### src/rtl/dac_sample_feeder.sv
// Sample feeder for the first-order sigma-delta DAC: a small FIFO is popped once per
// audio period, and the output ramps linearly from the previous sample to the new one.
module dac_sample_feeder #(
    parameter int RATE  = 1515,
    parameter int SHIFT = 10,
    parameter int DEPTH = 4
) (
    input  logic                       clock,
    input  logic                       reset_n,
    input  logic                       enable,
    input  logic signed [15:0]         in_data,
    input  logic                       in_valid,
    output logic                       in_ready,
    output logic signed [15:0]         sample_out,
    output logic                       fetch,
    output logic                       underrun,
    output logic [$clog2(DEPTH):0]     level
);

    localparam int DATA_W = 16;
    localparam int PTR_W  = $clog2(DEPTH);
    localparam int LVL_W  = PTR_W + 1;
    localparam int PH_W   = $clog2(RATE);
    localparam int ACC_W  = DATA_W + SHIFT;
    localparam int RC_W   = SHIFT + 1;

    function automatic logic signed [ACC_W-1:0] ext_diff(input logic signed [DATA_W:0] d);
        return ACC_W'(d);
    endfunction

    // Arithmetic floor of the scaled accumulator back to sample precision.
    function automatic logic signed [DATA_W-1:0] acc_to_sample(input logic signed [ACC_W-1:0] a);
        return DATA_W'(a >>> SHIFT);
    endfunction

    logic signed [DATA_W-1:0] mem [DEPTH];
    logic [PTR_W-1:0]         rd_ptr;
    logic [PTR_W-1:0]         wr_ptr;
    logic [LVL_W-1:0]         level_q;
    logic [PH_W-1:0]          phase;

    logic signed [DATA_W:0]   diff_p0;
    logic signed [DATA_W-1:0] target_p0;
    logic [RC_W-1:0]          ramp_cnt_p0;
    logic signed [ACC_W-1:0]  acc_p1;

    logic                     fifo_empty;
    logic                     push;
    logic                     pop;
    logic signed [DATA_W-1:0] head;
    logic signed [DATA_W:0]   diff_new;

    assign fifo_empty = (level_q == '0);
    assign in_ready   = reset_n & enable & (level_q != LVL_W'(DEPTH));
    assign fetch      = reset_n & enable & (phase == '0);
    assign underrun   = fetch & fifo_empty;
    assign push       = in_valid & in_ready;
    assign pop        = fetch & ~fifo_empty;
    assign head       = mem[rd_ptr];
    assign diff_new   = {head[DATA_W-1], head} - {target_p0[DATA_W-1], target_p0};
    assign sample_out = acc_to_sample(acc_p1);
    assign level      = level_q;

    always_ff @(posedge clock or negedge reset_n) begin
        if (!reset_n) begin
            for (int i = 0; i < DEPTH; i++) mem[i] <= '0;
            rd_ptr      <= '0;
            wr_ptr      <= '0;
            level_q     <= '0;
            phase       <= '0;
            diff_p0     <= '0;
            target_p0   <= '0;
            ramp_cnt_p0 <= '0;
            acc_p1      <= '0;
        end else if (!enable) begin
            rd_ptr      <= '0;
            wr_ptr      <= '0;
            level_q     <= '0;
            phase       <= '0;
            diff_p0     <= '0;
            target_p0   <= '0;
            ramp_cnt_p0 <= '0;
            acc_p1      <= '0;
        end else begin
            phase <= (phase == PH_W'(RATE - 1)) ? '0 : phase + PH_W'(1);

            if (push) begin
                mem[wr_ptr] <= in_data;
                wr_ptr      <= wr_ptr + PTR_W'(1);
            end
            if (pop) rd_ptr <= rd_ptr + PTR_W'(1);

            case ({push, pop})
                2'b10:   level_q <= level_q + LVL_W'(1);
                2'b01:   level_q <= level_q - LVL_W'(1);
                default: level_q <= level_q;
            endcase

            // Fetch stage -> ramp stage: the first ramp step lands on the fetch edge,
            // so the remaining 2^SHIFT-1 steps are counted by ramp_cnt_p0.
            if (pop) begin
                diff_p0     <= diff_new;
                target_p0   <= head;
                acc_p1      <= acc_p1 + ext_diff(diff_new);
                ramp_cnt_p0 <= RC_W'((1 << SHIFT) - 1);
            end else begin
                if (underrun) diff_p0 <= '0;
                if (ramp_cnt_p0 != '0) begin
                    acc_p1      <= acc_p1 + ext_diff(diff_p0);
                    ramp_cnt_p0 <= ramp_cnt_p0 - RC_W'(1);
                end
            end
        end
    end

endmodule
### config.mk
export PLATFORM = sky130hd
export DESIGN_NAME = dac_sample_feeder
export DESIGN_NICKNAME = d
export VERILOG_FILES = /design/src/rtl/dac_sample_feeder.sv
export SDC_FILE = /design/constraint.sdc
export NUM_CORES = 1
export LEC_CHECK = 0
export ABC_AREA = 1
export CORE_MARGIN = 3
export CORE_UTILIZATION = 35
export CTS_CLUSTER_DIAMETER = 40
export DETAILED_ROUTE_END_ITERATION = 10
export PLACE_DENSITY = 0.55
export SETUP_SLACK_MARGIN = 0.3
export SLEW_MARGIN = 30
export SYNTH_ARGS = -nofsm -noshare
export SYNTH_HDL_FRONTEND = slang
export SYNTH_SLANG_ARGS = --single-unit
### constraint.sdc
create_clock -name clock -period 5.04 [get_ports clock]
set_clock_uncertainty 0.05 [all_clocks]
set_input_delay 1.008 -clock clock [delete_from_list [all_inputs] [get_ports clock]]
set_output_delay 1.008 -clock clock [all_outputs]
set_load 0.1 [all_outputs]
* Word level (Yosys, flattened, before mapping)
Cells that the tools add are included.
** Storage, ports and cells
- Bits in registers :: 152
- Bits in latches :: 0
- Memory bits (writable) :: 0
- ROM bits :: 0
- Output and inout bits :: 22
- Logic and storage cells :: 72
- Memories :: 0
** Cells by class
- Add/subtract/negate cells :: 9
- Multiply operators :: 0
- Divide/modulo/power cells :: 0
- $lt $le $gt $ge :: 3
- Equality and inequality tests :: 9
- Shifts and indexed selects :: 0
- Muxes and demuxes :: 25
- Bitwise gates (word level) :: 9
- Reduce and logical (&&, ||, !) cells :: 5
** Operator list (number)
- 16-bit 2-to-1 mux :: 5
- 26-bit 2-to-1 mux :: 3
- 64-bit bitwise mux :: 1
- 11-bit 2-to-1 mux :: 5
- 26-bit by 17-bit adder with 26-bit output :: 2
- 17-bit 2-to-1 mux :: 3
- 16-bit binary-select mux with 2-bit select :: 1
- 16-bit demux with 2-bit select :: 1
- 16-bit by 16-bit subtractor with 17-bit output :: 1
- 11-bit by 1-bit adder with 11-bit output, second input constant :: 1
- 11-bit equality test, second input constant :: 1
- 11-bit zero test :: 1
- 11-bit nonzero test :: 1
- 11-bit by 1-bit subtractor with 11-bit output, second input constant :: 1
- 3-bit by 1-bit inequality test with 1-bit output, second input constant :: 3
- 2-bit 2-to-1 mux :: 4
- 1-bit bitwise AND :: 6
- 3-bit greater-or-equal comparator, second input constant :: 2
- 2-bit inverter with 3-bit output :: 2
- 3-bit case mux with 2 select lines :: 1
- 2-bit by 1-bit adder with 2-bit output, second input constant :: 2
- 2-bit by 1-bit inequality test with 1-bit output, second input constant :: 2
- 3-bit by 1-bit adder with 3-bit output, second input constant :: 1
- 3-bit zero test :: 1
- 9 further kinds :: 9

* Longest topological paths before layout
Gate-level depths: netlist (run 1).
- Word-level depth :: 8
- Mapped depth :: 32
- Mapped depth without buffers :: 31

* Worst setup path after synthesis (run 1)
OpenSTA, ideal clock, no wires.
- Path kind :: input -> register
- Start :: input port enable
- End :: register level_q[2] (netlist: level[2])
- Setup time :: 0.123 ns
- Data arrival time :: 4.224 ns
- Path slack :: 0.642 ns
- Stages :: 10
- Path buffers :: 1
- Path through :: buf_6 > nand2_2 > a21oi_1 > nand2_1 > nand2_2 > inv_1 > fa_1 > xnor2_1 > xor2_1 > a22o_1
** Between the ends
- Longest elaborated chain between the ends :: 6
- Elaborated cells between the ends (all ways) :: 10
** RTL lines
- from (decl) :: line 10 : input logic enable,
- 1-bit bitwise AND (*) (2 in a row) :: line 54 : assign in_ready = reset_n & enable & (level_q != LVL_W'(DEPTH));
- named net in_ready :: line 13 : output logic in_ready,
- 1-bit bitwise AND (*) :: line 57 : assign push = in_valid & in_ready;
- 2-bit by 1-bit equality test with 1-bit output or 2-bit equality test (tied branches) :: line 93 : case ({push, pop})
- 3-bit case mux with 2 select lines :: line 93
- 3-bit 2-to-1 mux :: line 75 : end else if (!enable) begin
- to (signal assigned) :: line 94 : 2'b10: level_q <= level_q + LVL_W'(1);
- to (signal assigned) :: line 95 : 2'b01: level_q <= level_q - LVL_W'(1);
- to (signal assigned) :: line 96 : default: level_q <= level_q;
- to (decl) :: line 39 : logic [LVL_W-1:0] level_q;
The timed path passes the listed nets; every way through them passes the cells marked *.
A chain may end at the register's enable or synchronous reset.

* Worst setup path after layout (run 1)
- Start :: register rd_ptr[0]
- End :: register acc_p1[21]
** Between the ends
- Longest elaborated chain between the ends :: 8
** RTL lines
- from (decl) :: line 37 : logic [PTR_W-1:0] rd_ptr;
- from (signal assigned) :: line 91 : if (pop) rd_ptr <= rd_ptr + PTR_W'(1);
- 2-bit inverter with 3-bit output (not written as such) :: line 59 : assign head = mem[rd_ptr];
- 16-bit binary-select mux with 2-bit select :: line 59
- 16-bit 2-to-1 mux (not written as such) (2 in a row) :: line 59
- 16-bit by 16-bit subtractor with 17-bit output :: line 60 : assign diff_new = {head[DATA_W-1], head} - {target_p0[DATA_W-1], target_p0};
- 26-bit by 17-bit adder with 26-bit output :: line 104 : acc_p1 <= acc_p1 + ext_diff(diff_new);
- 26-bit 2-to-1 mux :: line 101 : if (pop) begin
- 26-bit 2-to-1 mux :: line 75
- to (signal assigned) :: line 104
- to (signal assigned) :: line 109 : acc_p1 <= acc_p1 + ext_diff(diff_p0);
- to (decl) :: line 45 : logic signed [ACC_W-1:0] acc_p1;
No other way between the ends. The select of a mux whose other input is x is not followed.

==> reports/metrics.yaml, run 1 <==
clock_tree:
  clockRootBuffer: "clkbuf_16"
  insertion_delay_ns: 0.44
  htreeDepth: 4
  path_clk_slew_ns: 0.07
  cts_tree: "yes"
  cts_buffers: 17
  cts_hold_buf: 0
  cts.path.max_buffers: 2
  cts_sinks: 152
floorplan:
  ios: 42
  core_region_area_mm2: 0.0254
  rows: 58
  die_h_um: 167
  fp.dieArea_mm2: 0.0280
  start_util: 0.359
  fp.dieW_um: 167
synth:
  syn_inst: 1196
  synthDistinctLibCells: 49
  synth_top_area_frac: 0.417
  synthArstFlopShare: 1.00
  synth_area_per_cell_um2: 7.62
  synth_nets: 1271
  ys_ff_latch: 152
  ys_warn_count: 0
  synth_seq_area_share: 0.417
  ys.flop_type: "dfrtp_1"
  syn_area_mm2: 0.00911
  synth_edf_count: 0
  synth.area.top_cells: "dfrtp_1, nand2_1, o21ai_0, ha_1, inv_1"
  yosys.area.top_type: "dfrtp_1"
layout:
  nets: 1292
  drive_gt1_frac: 0.0805
  layout_commonest_cell: "nand2_1"
  syn_to_final_growth_pct: 14.0
  fin_util: 0.409
  num_antenna_cells: 0
  instances_no_fill: 1560
  layout_common_cells: "nand2_1, o21ai_0, dfrtp_1, inv_1, nor2_1"
job:
  maxCapViolations: 0
detailed_routing:
  first_pass_iters: 5
  route.detailed.drc: 0
  wire_per_inst_um: 13.7
  avgViaCountPerCell: 4.88
  wl_um: 21300
  initialDrtViolationCount: 451
  vias: 7613
  ant_nets: 0
global_route:
  grt_pass1_wl_um: 37500
  use_met2: 0.270
  overflow: 0
  use_met1: 0.215
  grt_util_all_layers: 0.160
  top_usage_layer: "met2"
  antenna_found_initial: 0
  met3_usage: 0.0309
  grt_max_degree: 153
  grt_pass1_vias: 7631
placement:
  dp_cells: 1524
  portBuffers: 41
  finalWeightedCongestion: 0.892
  hpwl_um: 15200
critical_path:
  worstPathArrival_ns: 4.60
  path_class: "flip-flop to flip-flop"
  worstSetupEndpointType: "flip-flop"
  cp-start-kind: "flip-flop"
  path_max_fanout: 20
  cp.required_ns: 5.31
  r2r_cells: 25
timing:
  timing.fmax_ghz: 0.231
  finalCritPeriodShare: 0.859
  hold_violations: 0
  rsz0062_at_grt: "true"
  worst_pin_slew_ns: 0.976
  fin_setup_tns_ns: 0
  setup_viol: 0
  timing.final.crit_period_ns: 4.33
  relSlewSlack: 0.348
  slew_violations: 0
power_and_ir_drop:
  power_density_mw_per_mm2: 391
  vdd_drop_max_mv: 0.153
  power.leakage_nw: 5.09
run_status:
  status: "finished, final reports clean"
hold_path:
  hold_depth: 1
  hold_path_class: "flip-flop to flip-flop"
-- layer usage --
layer  wire length, µm  vias up  part of all wire
li1                  -     3943                 -
met1             10400     3534              0.49
met2             10100      116              0.47
met3               600       20             0.028
met4               234        0             0.011
met5                 0        -                 0
-- cell families after synthesis --
kind of cell / Yosys count / share of synthesized area
AO/OA/AOI/OAI: 264 / 0.159
AND/OR/NAND/NOR: 538 / 0.248
XOR/XNOR: 17 / 0.0163
adder cells (fa/ha/maj): 55 / 0.0780
buffers and inverters: 170 / 0.0818
flip-flops: 152 / 0.417
-- area by class of cell --
type	count	area, µm²
fillers	2639	15000
multi-input cells	874	4610
flip-flops and latches	152	3800
repair buffers	53	510
inverters	119	452
clock buffers	17	425
well taps	330	413
clock inverters	15	173
-- worst max-delay path, stage by stage (launching register included) --
cell	delay, ns
dfrtp_1	0.36
clkinv_1	0.13
buf_4	0.24
o21ai_0	0.22
o22ai_2	0.11
ha_1	0.31
or2_2	0.31
nand3_1	0.09
nand2_1	0.14
a31oi_2	0.20
o21bai_1	0.10
or2_2	0.27
nand3_1	0.11
nand2_1	0.09
ha_1	0.35
nand2_1	0.08
inv_1	0.07
nand3_1	0.17
nor2_2	0.16
nand4_1	0.11
nand3_1	0.20
nand2_1	0.08
nand2_1	0.09
nand2_1	0.05
nand2_1	0.06
o21ai_1	0.06
-- cell usage after synthesis, drive strengths merged (3+ instances only) --
| library cell | count |
|---|---|
| fa | 3 |
| nand3 | 50 |
| xor2 | 9 |
| buf | 25 |
| o21bai | 3 |
| nor2 | 110 |
| o21ai | 174 |
| a31oi | 9 |
| a21oi | 48 |
| inv | 117 |
| ha | 52 |
| xnor2 | 8 |
| dfrtp | 152 |
| or2 | 9 |
| a21o | 5 |
| o22ai | 16 |
| nor4 | 3 |
| nand2 | 337 |
| nor3 | 15 |
| nand4 | 9 |
| clkbuf | 26 |
-- path summary, 6_finish.rpt --
check / from / end / slack (ns)
min in group asynchronous: reset_n / phase[2] / 0.68
min reg2reg: phase[0] / phase[0] / 0.42
min: phase[0] / phase[0] / 0.42
max in group asynchronous: reset_n / target_p0[8] / 3.61
max reg2reg: rd_ptr[0] / acc_p1[21] / 0.71
max: rd_ptr[0] / acc_p1[21] / 0.71
-- report_power, final --
| group | internal (mW) | switching [mW] |
|---|---|---|
| clock | 0.670 | 0.623 |
| combinational | 0.417 | 0.864 |
| sequential | 1.38 | 0.102 |
-- stage by stage --
stage | hold slack (ns) | total power [mW] | area, µm² | worst slack, ns
global route | 0.446 | 4.35 | 10400 | 0.277
CTS | 0.423 | 4.10 | 10300 | 0.389
global placement | 0.401 | 2.78 | 9700 | 0.372
detailed placement | 0.413 | 2.79 | 9710 | 0.267
finish | 0.421 | 4.06 | 10400 | 0.713
floorplan | 0.382 | 2.52 | 9110 | 0.642
-- state kept, by name, summed over array words and instances (netlist names) --
name,cells
phase,11
wr_ptr,2
rd_ptr,2
acc_p1,26
level,3
mem,64
diff_p0,17
target_p0,16
ramp_cnt_p0,11
-- what timing repair did --
action | in CTS | in global routing
resized for setup | 0 | 12
endpoints found under the setup margin | 0 | 15
buffers inserted | 0 | 4
(Power assumes the default switching activity.)
==> run 2, diff against run 1 <==
--- a/config.mk
+++ b/config.mk
@@ -11,7 +11,9 @@
 export CTS_CLUSTER_DIAMETER = 40
 export DETAILED_ROUTE_END_ITERATION = 10
 export PLACE_DENSITY = 0.55
+export REMOVE_ABC_BUFFERS = 1
 export SETUP_SLACK_MARGIN = 0.3
+export SKIP_CTS_REPAIR_TIMING = 1
 export SLEW_MARGIN = 30
 export SYNTH_ARGS = -nofsm -noshare
 export SYNTH_HDL_FRONTEND = slang
==> reports/metrics.yaml, run 2 (synthesis gave the netlist of run 1 again) <==
job:
  maxCapViolations: 0
power_and_ir_drop:
  combPwrFrac: 0.316
  power.leakage_nw: 5.10
  power_switching_mw: 1.59
  power.share.sequential: 0.366
  power_density_mw_per_mm2: 391
  p_int_mw: 2.47
  pwr-share-clk: 0.318
  switching_share: 0.392
  vdd_drop_max_mv: 0.198
layout:
  top_regs: "mem x64, acc_p1 x26, diff_p0 x17"
  layout_common_cells: "nand2_1, o21ai_0, dfrtp_1, inv_1, nor2_1"
  nets: 1295
  drive_gt1_frac: 0.0779
  num_antenna_cells: 0
  layout_commonest_cell: "nand2_1"
  finalInstanceArea_mm2: 0.0104
  syn_to_final_growth_pct: 14.0
  largest_reg_flops: 64
  regMostFlops: "mem"
floorplan:
  fp.dieArea_mm2: 0.0280
  fp.dieW_um: 167
  rows: 58
  die_h_um: 167
  core_region_area_mm2: 0.0254
  ios: 42
  start_util: 0.359
timing:
  worst_pin_slew_ns: 0.982
  setup_viol: 0
  relSlewSlack: 0.344
  finalCritPeriodShare: 0.881
  timing.final.crit_period_ns: 4.44
  fin_setup_tns_ns: 0
  hold_violations: 0
  timing.fmax_ghz: 0.225
  slew_violations: 0
  rsz0062_at_grt: "false"
clock_tree:
  cts_sinks: 152
  cts.path.max_buffers: 2
  htreeDepth: 4
  cts_buffers: 17
  path_clk_slew_ns: 0.07
  clockRootBuffer: "clkbuf_16"
  insertion_delay_ns: 0.44
  cts_tree: "yes"
critical_path:
  cp-start-kind: "flip-flop"
  timing.critical_path.mode_cell: "nand3_1"
  critical-path-slowest-cell: "dfrtp_1"
  cp_top_family: "compound AO/OA/AOI/OAI gates"
  worstSetupEndpointType: "flip-flop"
  path_max_fanout: 24
  cp.required_ns: 5.32
  critPathBufInv: 4
  worstPathArrival_ns: 4.72
  max_stage_delay_ns: 0.40
  path_class: "flip-flop to flip-flop"
  worstPathCellList: "clkinv_1 -> buf_4 -> buf_4 -> o21ai_0 -> o22ai_1 -> ha_1 -> a21oi_1 -> o21ai_0 -> a221oi_1 -> nand3_1 -> nand3_1 -> nand2_1 -> ha_1 -> nand2_1 -> nor2_1 -> nand3_1 -> o21ai_0 -> buf_4 -> a21oi_1 -> or2_2 -> nand3_1 -> nand2_1"
detailed_routing:
  wl_um: 21400
  first_pass_iters: 4
  initialDrtViolationCount: 445
  vias: 7615
  avgViaCountPerCell: 4.87
  wire_per_inst_um: 13.7
  route.detailed.drc: 0
  ant_nets: 0
global_route:
  grt_pass1_wl_um: 36400
  grt_pass1_vias: 7237
  grt_util_all_layers: 0.156
  antenna_found_initial: 0
  grt_max_degree: 153
  overflow: 0
hold_path:
  hold_path_class: "flip-flop to flip-flop"
run_status:
  status: "finished, final reports clean"
placement:
  placed_area_mm2: 0.00975
  hpwl_um: 15100
  finalWeightedCongestion: 0.900
  portBuffers: 41
## run 2: power groups by stage
stage	Combinational (mW)	Sequential, mW	Clock, mW
finish	1.29	1.49	1.29
global route	1.46	1.51	1.39
CTS	1.29	1.49	1.33
detailed placement	1.29	1.51	0
global placement	1.28	1.51	0
floorplan	0.779	1.67	0
## run 2: final cells by class
| type | instances | area, µm² |
|---|---|---|
| fillers | 2665 | 15000 |
| multi-input cells | 874 | 4580 |
| flip-flops and latches | 152 | 3800 |
| repair buffers | 56 | 529 |
| inverters | 119 | 452 |
| clock buffers | 17 | 425 |
| well taps | 330 | 413 |
| clock inverters | 15 | 180 |
## run 2: per-layer routing
layer  wire (µm)  track usage
met3         594       0.0267
met2        9740        0.251
met1       10800        0.218
met5           0            0
met4         297       0.0427
## run 2: final timing paths
path                       startpoint    endpoint  slack [ns]  cells after the start
setup / recovery            rd_ptr[0]  acc_p1[18]        0.60                     22
hold / removal               phase[0]    phase[0]        0.42                      1
setup reg to reg            rd_ptr[0]  acc_p1[18]        0.60                     22
hold reg to reg              phase[0]    phase[0]        0.42                      1
max in group asynchronous     reset_n      mem[9]        3.62                      2
min in group asynchronous     reset_n    phase[1]        0.66                      2
## run 2: per-stage QoR
stage | worst slack (ns) | power (mW) | util | hold WS, ns | instances
after global routing | 0.304 | 4.35 | 0.409 | 0.449 | 1563
final | 0.598 | 4.06 | 0.409 | 0.418 | 1563
after detailed placement | 0.411 | 2.80 | 0.384 | 0.404 | 1529
after global placement | 0.465 | 2.79 | 0.384 | 0.402 | 1529
after CTS | 0.497 | 4.11 | 0.408 | 0.421 | 1561
after floorplan | 0.413 | 2.45 | - | 0.382 | 1145
## run 2: worst reg2reg max path, cell delays in order, from the launching register on
cell      delay (ns)
dfrtp_1         0.40
clkinv_1        0.05
buf_4           0.25
buf_4           0.24
o21ai_0         0.11
o22ai_1         0.19
ha_1            0.33
a21oi_1         0.19
o21ai_0         0.15
a221oi_1        0.35
nand3_1         0.12
nand3_1         0.14
nand2_1         0.09
ha_1            0.36
nand2_1         0.13
nor2_1          0.17
nand3_1         0.08
o21ai_0         0.28
buf_4           0.19
a21oi_1         0.07
or2_2           0.28
nand3_1         0.07
nand2_1         0.05
